File: src/rtl/mobo_xfer_engine_pkg.sv
// Shared mobo handshake encodings, engine FSM states and a state-name helper
// for debug displays.
package mobo_xfer_engine_pkg;

    localparam int CTRL_NONE  = 0;
    localparam int CTRL_READ  = 1;
    localparam int CTRL_WRITE = 2;

    localparam int MOBO_IDLE  = 0;
    localparam int MOBO_BUSY  = 1;
    localparam int MOBO_DONE  = 2;

    typedef enum logic [1:0] {
        ST_IDLE      = 2'd0,
        ST_LOAD      = 2'd1,
        ST_ISSUE     = 2'd2,
        ST_WAIT_DONE = 2'd3
    } state_t;

    // Fixed nine-character ASCII name, usable from waveform viewers and benches.
    function automatic logic [71:0] state_name(input state_t s);
        case (s)
            ST_IDLE:  return "IDLE     ";
            ST_LOAD:  return "LOAD     ";
            ST_ISSUE: return "ISSUE    ";
            default:  return "WAIT_DONE";
        endcase
    endfunction

endpackage

File: src/rtl/mobo_xfer_engine_sync_fifo.sv
// Request queue for the transfer engine: single-clock FIFO with full/empty
// flags and a show-ahead read port.
module mobo_xfer_engine_sync_fifo #(
    parameter int WIDTH = 8,
    parameter int DEPTH = 4
) (
    input  logic             clk,
    input  logic             rst,
    input  logic             push,
    input  logic             pop,
    input  logic [WIDTH-1:0] din,
    output logic [WIDTH-1:0] dout,
    output logic             full,
    output logic             empty
);
    localparam int PW = $clog2(DEPTH);

    logic [WIDTH-1:0] mem [DEPTH];
    logic [PW:0]      wr_ptr;
    logic [PW:0]      rd_ptr;
    logic             do_push;
    logic             do_pop;

    // Extra pointer bit distinguishes full from empty when the indices match.
    assign full    = (wr_ptr[PW] != rd_ptr[PW]) && (wr_ptr[PW-1:0] == rd_ptr[PW-1:0]);
    assign empty   = (wr_ptr == rd_ptr);
    assign do_push = push && !full;
    assign do_pop  = pop && !empty;
    assign dout    = mem[rd_ptr[PW-1:0]];

    always_ff @(posedge clk) begin
        if (!rst) begin
            wr_ptr <= '0;
            rd_ptr <= '0;
        end else begin
            if (do_push) wr_ptr <= wr_ptr + 1'b1;
            if (do_pop)  rd_ptr <= rd_ptr + 1'b1;
        end
    end

    always_ff @(posedge clk) begin
        if (do_push) mem[wr_ptr[PW-1:0]] <= din;
    end

endmodule

File: src/rtl/mobo_xfer_engine.sv
// Queued bus-master engine running the mobo_ctrl/mobo_stat handshake per beat.
// Optional watchdog abort: define MOBO_XFER_TIMEOUT_EN.
module mobo_xfer_engine
    import mobo_xfer_engine_pkg::*;
#(
    parameter int WORD_WIDTH     = 32,
    parameter int ADDR_WIDTH     = 32,
    parameter int FIFO_DEPTH     = 4,
    parameter int MAX_BURST      = 8,
    parameter int TIMEOUT_CYCLES = 256,
    localparam int LEN_W         = $clog2(MAX_BURST + 1)
) (
    input  logic                  clk,
    input  logic                  rst,
    input  logic                  req_valid,
    output logic                  req_ready,
    input  logic                  req_write,
    input  logic [ADDR_WIDTH-1:0] req_addr,
    input  logic [WORD_WIDTH-1:0] req_wdata,
    input  logic [LEN_W-1:0]      req_len,
    output logic                  rsp_valid,
    output logic [WORD_WIDTH-1:0] rsp_data,
    output logic                  rsp_last,
    output logic                  rsp_err,
    output logic                  busy,
    output logic [WORD_WIDTH-1:0] mobo_ctrl,
    input  logic [WORD_WIDTH-1:0] mobo_stat,
    output logic [ADDR_WIDTH-1:0] addr_out,
    output logic [WORD_WIDTH-1:0] mobodat_out,
    input  logic [WORD_WIDTH-1:0] mobodat_in
);
    typedef struct packed {
        logic                  write;
        logic [LEN_W-1:0]      len;
        logic [ADDR_WIDTH-1:0] addr;
        logic [WORD_WIDTH-1:0] wdata;
    } req_t;

    req_t             q_in;
    req_t             q_out;
    logic             full;
    logic             empty;
    logic             push;
    logic             pop;
    state_t           state;
    logic             op_write;
    logic [LEN_W-1:0] beats;
    logic [LEN_W-1:0] eff_len;
    logic             stat_idle;
    logic             stat_done;

    assign req_ready = rst && !full;
    assign push      = req_valid && req_ready;
    assign pop       = (state == ST_LOAD);
    assign q_in      = '{write: req_write, len: req_len, addr: req_addr, wdata: req_wdata};
    assign busy      = !empty || (state != ST_IDLE);
    assign stat_idle = (mobo_stat == WORD_WIDTH'(MOBO_IDLE));
    assign stat_done = (mobo_stat == WORD_WIDTH'(MOBO_DONE));

    // Writes are single-beat; zero-length reads still move one word.
    assign eff_len = (q_out.write || q_out.len == '0) ? LEN_W'(1) :
                     (q_out.len > LEN_W'(MAX_BURST))  ? LEN_W'(MAX_BURST) : q_out.len;

    mobo_xfer_engine_sync_fifo #(
        .WIDTH($bits(req_t)),
        .DEPTH(FIFO_DEPTH)
    ) u_fifo (
        .clk  (clk),
        .rst  (rst),
        .push (push),
        .pop  (pop),
        .din  (q_in),
        .dout (q_out),
        .full (full),
        .empty(empty)
    );

`ifdef MOBO_XFER_TIMEOUT_EN
    localparam int TW = $clog2(TIMEOUT_CYCLES + 1);

    state_t        prev_state;
    logic [TW-1:0] tmo_cnt;
    logic [TW-1:0] tmo_cur;
    logic          tmo_hit;

    // Count restarts on the first cycle of every newly entered state.
    assign tmo_cur = (state != prev_state) ? '0 : tmo_cnt;
    assign tmo_hit = (state == ST_ISSUE || state == ST_WAIT_DONE) &&
                     (tmo_cur == TW'(TIMEOUT_CYCLES - 1));

    always_ff @(posedge clk) begin
        if (!rst) begin
            prev_state <= ST_IDLE;
            tmo_cnt    <= '0;
        end else begin
            prev_state <= state;
            tmo_cnt    <= tmo_cur + 1'b1;
        end
    end
`else
    logic unused_tmo_cfg;
    assign unused_tmo_cfg = (TIMEOUT_CYCLES > 0);
    assign rsp_err        = 1'b0;
`endif

    always_ff @(posedge clk) begin
        if (!rst) begin
            state       <= ST_IDLE;
            mobo_ctrl   <= WORD_WIDTH'(CTRL_NONE);
            addr_out    <= '0;
            mobodat_out <= '0;
            rsp_data    <= '0;
            beats       <= '0;
            op_write    <= 1'b0;
            rsp_valid   <= 1'b0;
            rsp_last    <= 1'b0;
`ifdef MOBO_XFER_TIMEOUT_EN
            rsp_err     <= 1'b0;
`endif
        end else begin
            rsp_valid <= 1'b0;
            rsp_last  <= 1'b0;
`ifdef MOBO_XFER_TIMEOUT_EN
            rsp_err   <= 1'b0;
            // A DONE arriving on the expiry edge still completes the beat normally.
            if (tmo_hit && !(state == ST_WAIT_DONE && stat_done)) begin
                mobo_ctrl <= WORD_WIDTH'(CTRL_NONE);
                rsp_valid <= 1'b1;
                rsp_err   <= 1'b1;
                rsp_last  <= 1'b1;
                rsp_data  <= '0;
                state     <= ST_IDLE;
            end else
`endif
            case (state)
                // Looking at the incoming push saves a cycle on an empty queue.
                ST_IDLE: if (!empty || push) state <= ST_LOAD;
                ST_LOAD: begin
                    op_write    <= q_out.write;
                    addr_out    <= q_out.addr;
                    mobodat_out <= q_out.wdata;
                    beats       <= eff_len;
                    state       <= ST_ISSUE;
                end
                ST_ISSUE: if (stat_idle) begin
                    mobo_ctrl <= op_write ? WORD_WIDTH'(CTRL_WRITE) : WORD_WIDTH'(CTRL_READ);
                    state     <= ST_WAIT_DONE;
                end
                ST_WAIT_DONE: begin
                    if (stat_done) begin
                        rsp_valid <= 1'b1;
                        rsp_data  <= op_write ? '0 : mobodat_in;
                        rsp_last  <= (beats == LEN_W'(1));
                        mobo_ctrl <= WORD_WIDTH'(CTRL_NONE);
                        if (beats > LEN_W'(1)) begin
                            beats    <= beats - 1'b1;
                            addr_out <= addr_out + 1'b1;
                            state    <= ST_ISSUE;
                        end else begin
                            state <= ST_IDLE;
                        end
                    end else if (!stat_idle) begin
                        mobo_ctrl <= WORD_WIDTH'(CTRL_NONE);
                    end
                end
                default: state <= ST_IDLE;
            endcase
        end
    end

endmodule
File: config.mk
export PLATFORM = sky130hd
export DESIGN_NAME = mobo_xfer_engine
export DESIGN_NICKNAME = d
export VERILOG_FILES = /design/src/rtl/mobo_xfer_engine_pkg.sv /design/src/rtl/mobo_xfer_engine_sync_fifo.sv /design/src/rtl/mobo_xfer_engine.sv
export SDC_FILE = /design/constraint.sdc
export NUM_CORES = 1
export LEC_CHECK = 0
export ABC_AREA = 1
export BUFFER_PORTS_ARGS = -buffer_cell sky130_fd_sc_hd__buf_2
export CAP_MARGIN = 20
export CORE_MARGIN = 3
export CORE_UTILIZATION = 51
export DETAILED_ROUTE_END_ITERATION = 16
export PLACE_DENSITY_LB_ADDON = 0.15
export SYNTH_ARGS = -nofsm -noshare
export SYNTH_HDL_FRONTEND = slang
export SYNTH_HIERARCHICAL = 1
export SYNTH_SLANG_ARGS = --single-unit
File: constraint.sdc
create_clock -name clk -period 4.6 [get_ports clk]
set_clock_uncertainty 0.2 [all_clocks]
set_input_delay 0.23 -clock clk [delete_from_list [all_inputs] [get_ports clk]]
set_output_delay 0.23 -clock clk [all_outputs]
set_load 0.005 [all_outputs]
# Word-level counts from Yosys, hierarchy flattened
# Memories as Yosys holds them, arrays and structs flattened. A register that Yosys moved wholly into a read port is not among the register bits.
# Cells that the tools add are included.
[word_totals] elab_cells=77 ff_bits=143 n_memories=1 in_bits=136 ram_bits=276
[mem_list] memory="u_fifo.mem" depth=4 word_bits=69 rd=1 rd_clocked_by_memory_dff=1 write_ports=1 line="mobo_xfer_engine_sync_fifo.sv:18" text="logic [WIDTH-1:0] mem [DEPTH];"
[classes] n_eq_ne=13 n_reduce_logical=22 n_addsub=4 mux=24 order_cmp=2
[op_table] cell="$mux 32" count=6
[op_table] cell="$pmux 32 s2" count=2
[op_table] cell="$add 32x1->32 const B" count=1
[op_table] cell="$eq 32x2->1 const B" count=1
[op_table] cell="$logic_not 32->1" count=1
[op_table] cell="$mux 4" count=4
[op_table] cell="$mux 2" count=7
[op_table] cell="$reduce_and 3->1" count=4
[op_table] cell="$ne 2x2->1 const B" count=4
[op_table] cell="$pmux 2 s4" count=1
[op_table] cell="$pmux 4 s2" count=1
[op_table] cell="$add 3x1->3 const B" count=2
[op_table] cell="$reduce_bool 2->1" count=3
[op_table] cell="$logic_and 1x1->1" count=5
[op_table] cell="$eq 2x2->1 const B" count=2
[op_table] cell="$eq 4x1->1 const B" count=1
[op_table] cell="$gt 4x1->1 const B" count=1
[op_table] cell="$gt 4x4->1 const B" count=1
[op_table] cell="$logic_not 4->1" count=1
[op_table] cell="$reduce_and 2->1" count=2
[op_table] cell="$sub 4x1->4 const B" count=1
[op_table] cell="$eq 3x3->1" count=1
[op_table] cell="$logic_or 1x1->1" count=3
[op_table] cell="$mux 1" count=3
[op_table] cell="other kinds (6)" count=7

# Depth between registers and ports, before layout
# Gate-level depths: netlist (run 1).
[logic_depth] ltp_word=8 depth_mapped=13

# Cells and area by module
# The synthesis (run 1) kept the hierarchy.
[by_module_without_submodules] mod="mobo_xfer_engine_sync_fifo" seq_area_each_um2=8448.1 n_inst=1 cells_each=742 area_per_inst_um2=10715.3
[by_module_without_submodules] mod="mobo_xfer_engine" seq_area_each_um2=2142.1 n_inst=1 cells_each=922 area_per_inst_um2=5794.3

# Worst setup path after synthesis (run 1)
# Ideal clock, no wire load.
[synth_path] kind="register to register" startpoint="reg u_fifo.wr_ptr[0]" endpoint="mem u_fifo/mem[0][0] (netlist name) (enable)" path_buffers=0 path_stages_with_launch=9 setup_slack_ps=-443 arrival_ps=4346 cell_sequence="dfxtp_1 inv_1 nand2_1 nand2_1 nand3_2 inv_1 nor3b_1 nand2_1 nor2_1"
[synth_between] elab_chain_len=8
[synth_lines] element="from (decl)" line="mobo_xfer_engine_sync_fifo.sv:19" text="logic [PW:0] wr_ptr;"
[synth_lines] element="from (signal assigned)" line="mobo_xfer_engine_sync_fifo.sv:36" text="if (do_push) wr_ptr <= wr_ptr + 1'b1;"
[synth_lines] element="$eq 2x2->1" line="mobo_xfer_engine_sync_fifo.sv:25" text="assign full = (wr_ptr[PW] != rd_ptr[PW]) && (wr_ptr[PW-1:0] == rd_ptr[PW-1:0]);"
[synth_lines] element="$logic_and 1x1->1" line="mobo_xfer_engine_sync_fifo.sv:25"
[synth_lines] element="named net full" line="mobo_xfer_engine.sv:41" text="logic full;"
[synth_lines] element="$logic_not 1->1" line="mobo_xfer_engine.sv:52" text="assign req_ready = rst && !full;"
[synth_lines] element="$logic_and 1x1->1" line="mobo_xfer_engine.sv:52"
[synth_lines] element="$logic_and 1x1->1" line="mobo_xfer_engine.sv:53" text="assign push = req_valid && req_ready;"
[synth_lines] element="named net push" line="mobo_xfer_engine.sv:43" text="logic push;"
[synth_lines] element="$logic_and 1x1->1" line="mobo_xfer_engine_sync_fifo.sv:27" text="assign do_push = push && !full;"
[synth_lines] element="$mux 1" line="mobo_xfer_engine_sync_fifo.sv:42" text="if (do_push) mem[wr_ptr[PW-1:0]] <= din;"
[synth_lines] element="$mux 1 (not written as such)" line="mobo_xfer_engine_sync_fifo.sv:42"
[synth_lines] element="to (decl)" line="mobo_xfer_engine_sync_fifo.sv:18"
# The timed path passes the listed nets, and every way through them passes these cells.

# Worst setup path in the final report (run 1)
[layout_path] startpoint="reg u_fifo.wr_ptr[0]" endpoint="mem u_fifo/mem[3][48] (netlist name) (enable)"
# The elaborated chain is that of the path after synthesis.

==> results of run 1 <==
area by class of cell:
class                   count  area (sq um)  area share
multi-input cells        1092          4970       0.246
flip-flops and latches    391         10600       0.524
clock buffers              56          1170      0.0581
well taps                 402           503      0.0249
clock inverters            19           213      0.0105
inverters                  93           352      0.0174
repair buffers            361          2390       0.119
diodes                      4          10.0    0.000495
routing by layer:
| metal | routed length (um) | part of all wire | track usage |
|---|---|---|---|
| met1 | 17600 | 0.44 | 0.311 |
| met2 | 19200 | 0.48 | 0.385 |
| met3 | 2810 | 0.070 | 0.0377 |
| met4 | 567 | 0.014 | 0.0500 |
| met5 | 0 | 0 | 0 |
worst max-delay path, cell delays in order (launching register included):
cell and delay (ns):
dfxtp_1 0.43, inv_1 0.11, nand2_1 0.08, nand2_1 0.07, nand3_2 0.15, inv_1 0.08, nor3b_1 0.61, nand2_1 0.11
inv_1 0.11, nand2_1 0.07, inv_2 0.61, buf_4 0.34
stage by stage:
step / std cells / setup WS [ns] / area (sq um)
finish: 2418 / 1.33 / 20200
global route: 2417 / 0.993 / 20200
CTS: 2413 / 1.31 / 20200
detailed placement: 2237 / 1.34 / 17800
global placement: 2237 / 1.39 / 17800
floorplan: 1694 / -0.443 / 16600
cell families after synthesis:
kind of cell | after synthesis | synth area share
buffers and inverters | 211 | 0.0660
AOI/OAI and AO/OA | 343 | 0.110
other | 1 | 0.000227
and+or+nand+nor | 708 | 0.175
DFF | 391 | 0.641
xor gates and xnor gates | 2 | 0.00106
adders and majority gates | 8 | 0.00606
cells in the mapped netlist (8+ instances only):
cell type and number:
nand2_1 300, nor3_1 8, or2_2 9, o22ai_1 70, clkbuf_1 39, ha_1 8
a21oi_1 84, dfxtp_1 115, buf_4 41, o21ai_1 52, buf_2 17, o21ai_0 131
buf_6 14, nor2_1 294, edfxtp_1 276, nand3_1 54, inv_1 90, nand4_1 29
report_power, final:
group | total [uW] | switching, uW | internal, uW | leakage (uW)
clock | 3310 | 1340 | 1970 | 0.000678
combinational | 2250 | 1450 | 799 | 0.00384
sequential | 4350 | 280 | 4070 | 0.00345
total | 9910 | 3070 | 6840 | 0.00796
flip-flops by register name, summed over array words and instances (netlist names), 2 cells and up, named ones only:
signal         cells
state              2
rsp_data          32
u_fifo/wr_ptr      3
mobo_ctrl          2
beats              4
u_fifo/rd_ptr      3
u_fifo/mem       276
mobodat_out       32
addr_out          32
path summary, 6_finish.rpt:
check	to	slack, ns	depth (start not counted)
max	u_fifo/mem[3][48]$_DFFE_PP_	1.33	11
min	u_fifo/wr_ptr[1]$_SDFFE_PN0P_	0.05	5
max reg2reg	u_fifo/mem[3][48]$_DFFE_PP_	1.33	11
min reg2reg	rsp_data[5]$_SDFFE_PN0P_	0.26	2
==> results.json, run 1 <==
{
  "p_per_area_mw_per_mm2": 490,
  "grt_pass1_vias": 12000,
  "htree_levels": 2,
  "postCtsHoldBufs": 101,
  "die_h_um": 186,
  "die_w_um": 186,
  "fp-row-count": 65,
  "clk_pin_slew_worst_paths_ns": 0.06,
  "holdWs_ns": 0.0462,
  "nets": 2124,
  "via_per_inst": 5.28,
  "rsz0062_at_grt": "false",
  "area_growth_pct": 22.4,
  "syn_area_sq_mm": 0.0165,
  "crit_type": "flip-flop to flip-flop",
  "synthDistinctLibCells": 34,
  "fin_crit_sh": 0.711,
  "ir_worst_vdd_uv": 360,
  "fin_util": 0.637,
  "wl_um": 40200,
  "synth_top_area_frac": 0.502,
  "crit_start": "u_fifo/wr_ptr[0]$_SDFFE_PN0P_",
  "cts_buffers": 41,
  "ioPinCount": 269,
  "clk_latency_ns": 0.53,
  "tns_ns": 0,
  "drive_gt1_frac": 0.178,
  "clock.fmax_mhz": 306,
  "worst-endpoint-required_ns": 4.63,
  "num_vias": 12800,
  "wl_per_cell_um": 16.6,
  "gp_congestion": 0.846,
  "p_leak_uw": 0.00796,
  "slew_violations": 0,
  "synth_top_cell_by_area": "edfxtp_1",
  "grt.overflow.total": 0,
  "dieArea_sq_mm": 0.0346,
  "ys_seq_area_frac": 0.641,
  "ys_seq_elements": 391,
  "synth.avg_cell_area_sq_um": 9.92,
  "drt_iter0_drc": 923,
  "cts_tree": "yes",
  "finalPower_uw": 9910,
  "synthArstFlopShare": 0,
  "endpoint_kind": "flip-flop",
  "worstPathMaxFanout": 33,
  "remaining_drc_errors": 0,
  "initial_core_util": 0.521,
  "ys.flop_type": "edfxtp_1",
  "ant_nets": 0,
  "hold_start": "req_valid",
  "cts_sinks": 391,
  "hold_viol_final": 0,
  "final_common_cell": "nand2_1",
  "post_cts_buffers": 0,
  "core_sq_mm": 0.0317,
  "min_period_ns": 3.27,
  "ys_warn_count": 6,
  "tightest_slew_ns": 1.07,
  "fill_cells": 2628,
  "cts.path.max_buffers": 3,
  "arrival_ns": 3.30,
  "max_cap_viol_count": 0,
  "grt_antenna_before_repair": 4,
  "cts_resized": 0,
  "synth_area_leaders": "edfxtp_1, dfxtp_1, nand2_1, nor2_1, o21ai_0",
  "setup_violations": 0,
  "ctsRootBufferMaster": "clkbuf_16",
  "min_path_type": "input port to flip-flop",
  "slew-limit-headroom": 0.282,
  "synthCells": 1664,
  "layout_common_cells": "nand2_1, nor2_1, edfxtp_1, buf_2, o21ai_0",
  "first_pass_iters": 5,
  "port_buffers": 237,
  "r2r-start": "u_fifo/wr_ptr[0]$_SDFFE_PN0P_",
  "status": "complete, no violations",
  "grt_use_total": 0.227,
  "synth_enable_flop_cells": 276,
  "worst_setup_path_start_kind": "flip-flop",
  "grt_max_degree": 109,
  "dpl.hpwl_um": 24700,
  "grt_pass1_wl_um": 62900
}
No activity file was read; power rests on OpenSTA's default activity.
==> run 2: changes to the inputs <==
==> constraint.sdc (replaced) <==
create_clock -name clk -period 2.9 [get_ports clk]
set_clock_uncertainty 0.2 [all_clocks]
set_input_delay 0.145 -clock clk [delete_from_list [all_inputs] [get_ports clk]]
set_output_delay 0.145 -clock clk [all_outputs]
set_load 0.005 [all_outputs]
==> run 2 against run 1 <==
Against the previous run: highest routed layer unchanged; critical endpoint is now state[1]$_SDFFE_PN0P_; via count fell by 0.23%; die area did not move; first-iteration DRC count fell by 3.5%; sequential share of layout area fell by 0.49 points; sequential power rose by 57%; worst hold slack got worse by 0.031 ns.
==> results.json, run 2 (same netlist as run 1, synthesis figures left out) <==
{
  "status": "complete, no violations",
  "ctsRootBufferMaster": "clkbuf_16",
  "grt_max_degree": 139,
  "largest_register_ffs": 276,
  "wl_per_cell_um": 16.4,
  "worstPathMaxFanout": 9,
  "ant_nets": 0,
  "fin_area_sq_mm": 0.0204,
  "worst_setup_path_start_kind": "flip-flop",
  "max_stage_delay_ns": 0.71,
  "endpoint_kind": "flip-flop",
  "min_period_ns": 2.55,
  "clk_pin_slew_worst_paths_ns": 0.06,
  "crit_chain": "inv_1 -> nand2_1 -> nand2_1 -> nand3_4 -> inv_1 -> nor3b_4 -> dlygate4sd3_1 -> nor2_1 -> inv_1 -> nand3_1 -> nor2_1 -> nor2_1",
  "rsz0062_at_grt": "false",
  "wl_um": 39900,
  "core_sq_mm": 0.0317,
  "cts_buffers": 41,
  "drt_iter0_drc": 891,
  "remaining_drc_errors": 0,
  "p_per_area_mw_per_mm2": 773,
  "tightest_slew_ns": 0.751,
  "grt_use_total": 0.226,
  "first_pass_iters": 5,
  "multi_input_area_sq_mm": 0.00499,
  "setup_violations": 0,
  "ioPinCount": 269,
  "dpl.hpwl_um": 24700,
  "nets": 2133,
  "die_h_um": 186,
  "slew_violations": 0,
  "path_buf_inv": 4,
  "fin_crit_sh": 0.880,
  "place_area_sq_mm": 0.0180,
  "die_w_um": 186,
  "slew-limit-headroom": 0.500,
  "layout_common_cells": "nand2_1, nor2_1, edfxtp_1, buf_2, o21ai_0",
  "worst-endpoint-required_ns": 3.12,
  "port_buffers": 237,
  "seq_area_sq_mm": 0.0106,
  "via_per_inst": 5.25,
  "fp-row-count": 65,
  "drive_gt1_frac": 0.182,
  "grt_pass1_wl_um": 62900,
  "initial_core_util": 0.521,
  "max_cap_viol_count": 0,
  "cts_resized": 0,
  "htree_levels": 2,
  "finalPower_uw": 15800,
  "tns_ns": 0,
  "area_growth_pct": 23.6,
  "gp_congestion": 0.883,
  "grt_pass1_vias": 12200,
  "ir_worst_vdd_uv": 601,
  "cts_tree": "yes",
  "fin_util": 0.643,
  "crit_type": "flip-flop to flip-flop",
  "clock.fmax_mhz": 392,
  "num_vias": 12700,
  "grt.overflow.total": 0,
  "p_leak_uw": 0.00802,
  "cts.path.max_buffers": 3,
  "cts_sinks": 391,
  "min_path_type": "input port to flip-flop",
  "dieArea_sq_mm": 0.0346,
  "critPathTopFamily": "buffers and inverters",
  "clk_latency_ns": 0.53,
  "arrival_ns": 2.77,
  "hold_viol_final": 0,
  "fill_cells": 2500,
  "final_common_cell": "nand2_1",
  "slowest_stage": "dlygate4sd3_1",
  "grt_antenna_before_repair": 4
}
[run 2: cell types whose count changed in the layout (fill, tap and decap cells not counted), sizes merged]
cell,change
inv,+2
bufinv,-2
clkinvlp,+1
dlygate4sd3,+2
buf,+7
[run 2: path summary, 6_finish.rpt]
kind / cells past startpoint / slack (ns) / to / from
worst max-delay path: 12 / 0.35 / state[1]$_SDFFE_PN0P_ / u_fifo/wr_ptr[0]$_SDFFE_PN0P_
worst min-delay path: 6 / 0.02 / u_fifo/wr_ptr[2]$_SDFFE_PN0P_ / req_valid
worst max register to register: 12 / 0.35 / state[1]$_SDFFE_PN0P_ / u_fifo/wr_ptr[0]$_SDFFE_PN0P_
worst min register to register: 2 / 0.26 / rsp_data[16]$_SDFFE_PN0P_ / rsp_data[16]$_SDFFE_PN0P_
[run 2: where the power goes]
group          total, uW  switching (uW)  internal (uW)
logic               3710            2370           1340
registers           6830             379           6450
clock network       5220            2120           3100
total              15800            4870          10900
[run 2: layout make-up]
cell class,count,area share
multi-input cells,1092,0.244
diodes,4,0.000491
clock buffers,56,0.0607
well taps,402,0.0247
repair buffers,370,0.126
inverters,93,0.0174
clock inverters,20,0.00699
flip-flops and latches,391,0.519
[run 2: timing repair]
action                                 in CTS  in global routing
setup endpoints to repair                   0                  0
endpoints found under the hold margin     313                  0
hold buffers                              103                  0
setup buffers                               0                  0
[run 2: metal layers]
| metal | track usage | wire [um] | vias to the layer above |
|---|---|---|---|
| li1 | - | - | 6317 |
| met4 | 0.0503 | 641 | 0 |
| met5 | 0 | 0 | - |
| met2 | 0.383 | 19100 | 406 |
| met1 | 0.308 | 17500 | 5965 |
| met3 | 0.0416 | 2620 | 49 |
[run 2: stage by stage]
| stage | setup slack, ns | hold WS [ns] | cells |
|---|---|---|---|
| global placement | 0.386 | 0.159 | 2245 |
| global route | 0.145 | 0.0410 | 2428 |
| finish | 0.349 | 0.0153 | 2428 |
| detailed placement | 0.303 | 0.161 | 2245 |
| CTS | 0.357 | 0.000981 | 2424 |
| floorplan | 0.0190 | 0.0439 | 1694 |
[run 2: worst register-to-register path, stage by stage (launching register included)]
cell	delay, ns
dfxtp_2	0.37
inv_1	0.09
nand2_1	0.07
nand2_1	0.10
nand3_4	0.13
inv_1	0.10
nor3b_4	0.25
dlygate4sd3_1	0.71
nor2_1	0.07
inv_1	0.08
nand3_1	0.11
nor2_1	0.13
nor2_1	0.05
